File: src/rtl/signed_lteq_threshold_filter.sv
// Streaming signed <= threshold filter with a 2-entry output FIFO.
// Optional statistics counters are built when LTEQ_FILT_STATS_EN is defined.
module signed_lteq_threshold_filter #(
  parameter int unsigned DW     = 32,
  parameter int unsigned CNT_W  = 16,
  parameter bit          INVERT = 1'b0
) (
  input  logic          clk,
  input  logic          rst,
  input  logic          thr_load,
  input  logic [DW-1:0] thr_data,
  input  logic          in_valid,
  output logic          in_ready,
  input  logic [DW-1:0] in_data,
  output logic          out_valid,
  input  logic          out_ready,
  output logic [DW-1:0] out_data,
  output logic          armed
`ifdef LTEQ_FILT_STATS_EN
  ,
  output logic [CNT_W-1:0] pass_cnt,
  output logic [CNT_W-1:0] drop_cnt
`endif
);

  typedef enum logic [0:0] {StIdle, StRun} state_e;

  state_e        state_q, state_d;
  logic [DW-1:0] thr_q;
  logic [DW-1:0] mem_q [2];
  logic          rd_ptr_q, wr_ptr_q;
  logic [1:0]    count_q, count_d;
  logic          accept, le, pass, push, pop;

  always_comb begin
    state_d = state_q;
    unique case (state_q)
      StIdle:  if (thr_load) state_d = StRun;
      StRun:   state_d = StRun;
      default: state_d = StIdle;
    endcase
  end

  // in_ready depends on registers only, so a same-cycle pop cannot reopen it.
  assign armed     = (state_q == StRun);
  assign in_ready  = armed && (count_q < 2'd2);
  assign accept    = in_valid && in_ready;
  assign le        = $signed(in_data) <= $signed(thr_q);
  assign pass      = INVERT ? ~le : le;
  assign push      = accept && pass;
  assign out_valid = (count_q != 2'd0);
  assign pop       = out_valid && out_ready;
  assign out_data  = mem_q[rd_ptr_q];

  always_comb begin
    count_d = count_q;
    unique case ({push, pop})
      2'b10:   count_d = count_q + 2'd1;
      2'b01:   count_d = count_q - 2'd1;
      default: count_d = count_q;
    endcase
  end

  always_ff @(posedge clk) begin
    if (rst) begin
      state_q  <= StIdle;
      thr_q    <= '0;
      count_q  <= '0;
      rd_ptr_q <= 1'b0;
      wr_ptr_q <= 1'b0;
      mem_q[0] <= '0;
      mem_q[1] <= '0;
    end else begin
      state_q <= state_d;
      count_q <= count_d;
      // A sample accepted alongside thr_load still sees the old threshold.
      if (thr_load) thr_q <= thr_data;
      if (push) begin
        mem_q[wr_ptr_q] <= in_data;
        wr_ptr_q        <= ~wr_ptr_q;
      end
      if (pop) rd_ptr_q <= ~rd_ptr_q;
    end
  end

`ifdef LTEQ_FILT_STATS_EN
  localparam logic [CNT_W-1:0] CntOne = {{(CNT_W-1){1'b0}}, 1'b1};

  logic [CNT_W-1:0] pass_cnt_q, drop_cnt_q;

  // Clear wins over a same-cycle increment; counters saturate at all-ones.
  always_ff @(posedge clk) begin
    if (rst || thr_load) begin
      pass_cnt_q <= '0;
      drop_cnt_q <= '0;
    end else begin
      if (push && (pass_cnt_q != '1)) pass_cnt_q <= pass_cnt_q + CntOne;
      if (accept && !pass && (drop_cnt_q != '1)) drop_cnt_q <= drop_cnt_q + CntOne;
    end
  end

  assign pass_cnt = pass_cnt_q;
  assign drop_cnt = drop_cnt_q;
`else
  logic unused_cnt_w;
  assign unused_cnt_w = ^CNT_W;
`endif

endmodule

File: config.mk
export PLATFORM = sky130hd
export DESIGN_NAME = signed_lteq_threshold_filter
export DESIGN_NICKNAME = d
export VERILOG_FILES = /design/src/rtl/signed_lteq_threshold_filter.sv
export SDC_FILE = /design/constraint.sdc
export NUM_CORES = 1
export LEC_CHECK = 0
export BUFFER_PORTS_ARGS = -buffer_cell sky130_fd_sc_hd__buf_2
export CAP_MARGIN = 20
export CELL_PAD_IN_SITES_DETAIL_PLACEMENT = 1
export CELL_PAD_IN_SITES_GLOBAL_PLACEMENT = 1
export CORE_MARGIN = 2
export CORE_UTILIZATION = 39
export CTS_BUF_LIST = sky130_fd_sc_hd__clkbuf_8
export DETAILED_ROUTE_END_ITERATION = 16
export PLACE_DENSITY = 0.71
export SLEW_MARGIN = 25
export SYNTH_ARGS = -nofsm -noshare
export SYNTH_HDL_FRONTEND = slang
export SYNTH_SLANG_ARGS = --single-unit
File: constraint.sdc
create_clock -name clk -period 4.8 [get_ports clk]
set_input_delay 0.24 -clock clk [delete_from_list [all_inputs] [get_ports clk]]
set_output_delay 0.24 -clock clk [all_outputs]
set_load 0.02 [all_outputs]
==> results.md, run 1 <==
* Clock group share of total power at 31.2%
* TritonCTS buffer count at 9
* Share of cells above drive strength 1 at 30.7%
* Min Hold Slack at 106 ps
* Total wire length at 12100 um
* CTS tree: yes
* Post-route core utilization at 47.0%
* Post-synthesis cell area at 0.00507 mm^2
* DR DRC count at 0
* Slew HR at 34.9%
* DR vias at 3530
* Fillers at 1411
* TNS Setup at 0 ps
* Pre-CTS WS at 1420 ps
* Clock Sinks at 102
* RSZ-0062 raised after global routing: no
* Cells after DPL at 683
* P_int at 1420 uW
* Hold/Removal Path Class: input port to flip-flop
* Grt ovf at 0
* Synthesized area per cell at 11.8 um^2
* WL/cell at 17.3 um
* Die ar. at 0.0139 mm^2
* Initial Util at 40.0%
* Min cycle time layout at 3390 ps
* Cts repair resizes at 0
* Switching pwr at 511 uW
* Worst R2R Path Depth at 10
* Root Buffer: clkbuf_8
* #FFs+latches synth at 102
* Synthesis-to-layout area growth at 17.5%
* PD cells at 324 mW/mm^2
* Final Hold Vio Count at 0
* Routability cong. at 0.826
* FF-to-FF End: mem_q[0][23]
* Worst Path Arrival at 3500 ps
* Chip width at 118 um
* Post-CTS setup buffers at 0
* Antenna diode count at 0
* RR Startpoint: thr_q[29]
* Gr usage total at 18.0%
* Least-Margin Pin Slew at 976 ps
* Initial antenna violation count at 0
* Unique masters post-synth at 40
* Worst Hold Depth at 3
* H-tree levels at 3
* Final WS setup at 1410 ps
* Critical path capture point type: flip-flop
* Mapped Nets at 531
* Clock slew at reported path FFs at 100 ps
* Hold_sp: thr_data[30]
* Die height at 118 um
* Peak Freq at 295 MHz
* Post-synth ARST share at 0%
* Hold path endpoint: thr_q[30]
* Skew final at 14.4 ps
* Clk buf depth at 2
* Number of synthesized flops with an enable pin at 64
* Tcrit/Tclk final at 70.7%
* Worst endpoint required time at 4910 ps
* CP Launch Type: flip-flop
* IO buf count at 103
* TritonRoute pass-1 iters at 4
* Synth Instances at 429
* Routed Antenna Nets at 0
* # rows at 41
* Reg power frac at 51.5%
* First-pass GRT wire length at 19500 um
* Largest net degree at the start of global routing at 44
* Post-synth top flop: edfxtp_1
* Core ar. at 0.0127 mm^2
* Via-to-Cell Ratio at 5.05
* Outcome: finished clean
* Max-slew violation count at 0
* Initial DRC Count at 129
* Vias in the first global route at 3702
* Nets at 624
* Non-Filler Instances at 699
* Crit Path Max Fanout at 34
* Later-pin clock latency in the skew report at 380 ps
* Leak Pwr at 0.00241 uW
* Post-CTS Hold Fix Bufs at 0
* Critical path class: flip-flop to flip-flop
* Gate power share at 17.3%
* Hpwl dp at 8800 um
* Post-synthesis sequential area ratio at 53.0%
* Max Cap Viol at 0
* Switching portion of total power at 26.5%
* R2r setup slk at 1410 ps
* Ports at 104
* VDD IR max at 0.137 mV
* Ys Warns at 0
* Setup-failing EPs final at 0
## kinds of logic after synthesis
group           count (synthesis)  share of synthesized area [%]
simple gates                  140                           16.5
flops                         102                           53.0
fa+ha+maj                      33                           8.15
buf+inv                        60                           4.87
compound gates                 26                           3.36
mux                            65                           13.6
xor+xnor                        3                          0.519
## layout by cell type, fill, tap and decap left out, types with 4 or more instances in the layout
cell type / Yosys / final
buf_2: 5 / 103
edfxtp_1: 64 / 64
nor3b_1: 62 / 62
nor2_1: 40 / 40
dfxtp_1: 38 / 38
inv_1: 33 / 35
mux2i_1: 33 / 33
ha_1: 33 / 33
mux2_2: 32 / 32
a21oi_1: 12 / 12
nand2_1: 11 / 11
clkbuf_8: 0 / 10
buf_4: 0 / 6
nand4_1: 5 / 5
o21ai_0: 4 / 4
## through the flow
step	instance area (um^2)	total power, uW
floorplan	5070	1230
global placement	5730	1340
detailed placement	5730	1350
CTS	5950	1950
global route	5950	2010
finish	5950	1930
## sequential cells by signal (all words and copies together), names as in the netlist, named ones only
register / flops
armed: 1
count_q: 2
mem_q: 64
rd_ptr_q: 1
thr_q: 32
wr_ptr_q: 1
## Yosys cell counts (5+ instances only)
cell type	count	share of area, %
mux2i_1	33	6.5
nand2_1	11	0.82
clkbuf_1	17	1.3
nor2_1	40	3.0
mux2_2	32	7.1
ha_1	33	8.2
dfxtp_1	38	15
buf_2	5	0.49
inv_1	33	2.4
edfxtp_1	64	38
nor3b_1	62	9.2
a21oi_1	12	1.2
nand4_1	5	0.62
## worst max-delay path, stage by stage (launching register included)
cell	delay (ps)
dfxtp_1	340
inv_1	50
ha_1	310
nand4_2	180
nor4_2	380
nand2_1	130
a31o_1	240
a211oi_4	600
buf_4	390
buf_4	380
nor3b_1	110
## final cells by class
cell class	count	area, um^2	area share, %
clock buffers	10	138	2.31
flip-flops and latches	102	2680	45.1
inverters	33	124	2.08
clock inverters	6	80.1	1.35
well taps	172	215	3.62
multi-input cells	267	2150	36.2
repair buffers	109	561	9.42
## power groups by stage
stage	clock network [uW]	logic (uW)	registers, uW
floorplan	0	223	1010
global placement	0	330	1010
detailed placement	0	337	1010
CTS	611	339	994
global route	642	368	1000
finish	602	333	993
## per-layer routing
layer / part of all wire [%] / GRT usage, %
met1: 46 / 23.6
met2: 47 / 29.7
met3: 4.3 / 3.05
met4: 2.2 / 7.00
met5: 0 / 0
## worst max-delay path by stage
stage,start,end,slack (ps)
2_1_floorplan,thr_q[5],mem_q[0][0],1060
4_1_cts,thr_q[29],mem_q[0][23],1410
3_3_place_gp,in_data[31],mem_q[0][20],1570
6_report,thr_q[29],mem_q[0][23],1410
5_1_grt,thr_q[29],mem_q[0][17],1150
3_5_place_dp,in_data[29],mem_q[0][10],1420
Power figures use the tool's default switching activity.
==> run 2: changes to the inputs <==
--- a/config.mk
+++ b/config.mk
@@ -13,7 +13,7 @@
 export CORE_UTILIZATION = 39
 export CTS_BUF_LIST = sky130_fd_sc_hd__clkbuf_8
 export DETAILED_ROUTE_END_ITERATION = 16
-export PLACE_DENSITY = 0.71
+export PLACE_DENSITY = 0.74
 export SLEW_MARGIN = 25
 export SYNTH_ARGS = -nofsm -noshare
 export SYNTH_HDL_FRONTEND = slang
==> constraint.sdc (replaced) <==
create_clock -name clk -period 2.86 [get_ports clk]
set_input_delay 0.143 -clock clk [delete_from_list [all_inputs] [get_ports clk]]
set_output_delay 0.143 -clock clk [all_outputs]
set_load 0.02 [all_outputs]
==> run 2 against run 1 <==
- combinational power up 91%
- die area unchanged
- non-clock buffer count up 23
- clock-buffer cell count down 1
- sequential power up 68%
- power up 69%
- final cell count up 3.3%
- register-to-register slack worse by 1300 ps
- first-iteration DRC count down 3.1%
- flip-flop and latch count unchanged
- wire length up 6.6%
- largest power group unchanged
==> results.md, run 2 (synthesis results as in run 1) <==
* Outcome: finished clean
* Nets at 647
* Slew HR at 34.9%
* Clk buf depth at 2
* CP Launch Type: flip-flop
* Share of cells above drive strength 1 at 34.9%
* # rows at 41
* PD cells at 511 mW/mm^2
* Vias in the first global route at 3881
* Clock slew at reported path FFs at 100 ps
* DR DRC count at 0
* Gr usage total at 18.1%
* Die ar. at 0.0139 mm^2
* Routability cong. at 0.811
* Largest net degree at the start of global routing at 42
* Peak Freq at 362 MHz
* WL/cell at 17.9 um
* Hold/Removal Path Class: input port to flip-flop
* Least-Margin Pin Slew at 976 ps
* Min cycle time layout at 2760 ps
* Synthesis-to-layout area growth at 25.8%
* Die height at 118 um
* Antenna diode count at 0
* Max Cap Viol at 0
* Reg with most FFs: mem_q
* Routed Antenna Nets at 0
* Initial antenna violation count at 0
* Switching portion of total power at 28.2%
* Gate power share at 19.5%
* Worst endpoint required time at 2960 ps
* P_int at 2340 uW
* Critical path class: flip-flop to flip-flop
* VDD IR max at 0.208 mV
* Chip width at 118 um
* H-tree levels at 3
* Clock group share of total power at 29.2%
* Initial DRC Count at 125
* Core ar. at 0.0127 mm^2
* Max-slew violation count at 0
* Tcrit/Tclk final at 96.5%
* Grt ovf at 0
* Top Registers: mem_q (64), thr_q (32), count_q (2)
* CTS tree: yes
* Post-route core utilization at 50.3%
* First-pass GRT wire length at 19700 um
* RSZ-0062 raised after global routing: yes
* Ports at 104
* Root Buffer: clkbuf_8
* Clock Sinks at 102
* Max reg flops at 64
* Total wire length at 12900 um
* Placement Cell Area at 0.00578 mm^2
* Skew final at 6.74 ps
* TritonCTS buffer count at 9
* TritonRoute pass-1 iters at 4
* Crit Path Max Fanout at 8
* Design Area, Final at 0.00637 mm^2
* Critical path capture point type: flip-flop
* Via-to-Cell Ratio at 5.08
* Final Hold Vio Count at 0
* Most frequent cells in the layout: buf_2, edfxtp_1, nor3b_1
* Switching pwr at 918 uW
* Leak Pwr at 0.00258 uW
* Hpwl dp at 8860 um
* Setup-failing EPs final at 0
* TNS Setup at 0 ps
* Most common cell after layout, fill and taps aside: buf_2
* IO buf count at 103
* DR vias at 3665
* Reg power frac at 51.3%
* Later-pin clock latency in the skew report at 380 ps
* Worst Path Arrival at 2860 ps
* Initial Util at 40.0%
-- run 2: changes by cell type in the layout (fill, tap and decap cells not counted), sizes merged --
cell	previous run	this run
buf	109	116
bufinv	2	1
clkbuf	10	12
clkinv	0	4
clkinvlp	2	0
dlygate4sd3	0	13
-- run 2: final timing paths --
kind | startpoint | depth (start not counted) | slack (ps) | endpoint
hold / removal | thr_data[30] | 3 | 5 | thr_q[30]
setup reg to reg | thr_q[23] | 11 | 100 | mem_q[0][3]
setup / recovery | thr_q[23] | 11 | 100 | mem_q[0][3]
hold reg to reg | thr_q[5] | 2 | 490 | thr_q[5]
-- run 2: what timing repair did --
action	CTS	global route
endpoints found under the hold margin	13	0
buffers inserted	0	3
gates resized for setup	0	29
setup endpoints to repair	0	131
hold buffers	13	0
-- run 2: critical path, stage by stage, from the launching register on --
cell	delay, ps
dfxtp_2	360
inv_2	50
ha_4	260
nand4_1	150
nor4_4	330
nand2_1	130
a311oi_2	300
buf_4	170
a211oi_4	50
buf_6	150
o21bai_4	290
clkbuf_16	230
-- run 2: metrics by stage --
stage	instances	power, uW	hold slack, ps	setup WS (ps)
after floorplan	429	2070	290	-204
after global placement	686	2260	378	202
after detailed placement	686	2280	388	49.0
after CTS	715	3230	0.0252	31.2
after global routing	722	3390	10.7	-42.5
final	722	3260	5.38	100
-- run 2: power by group through the flow --
stage / Combinational (uW) / Clock, uW / Sequential [uW]
detailed placement: 575 / 0 / 1700
floorplan: 375 / 0 / 1690
finish: 636 / 950 / 1670
CTS: 592 / 973 / 1670
global placement: 557 / 0 / 1700
global route: 694 / 1010 / 1680
-- run 2: layout make-up --
type	count	area (um^2)
Fill cell	1380	6300
Sequential cell	102	2690
Multi-Input combinational cell	267	2270
Timing Repair Buffer	132	867
Tap cell	172	215
Clock buffer	9	124
Inverter	33	124
Clock inverter	7	82.6
-- run 2: layer usage --
layer	vias to the layer above	share of wire, %	track usage (%)	wire length, um
met5	-	0	0	0
met4	0	2.3	8.66	302
met3	21	2.8	1.94	359
met2	73	50	30.5	6450
met1	1801	45	23.4	5810
li1	1770	-	-	-
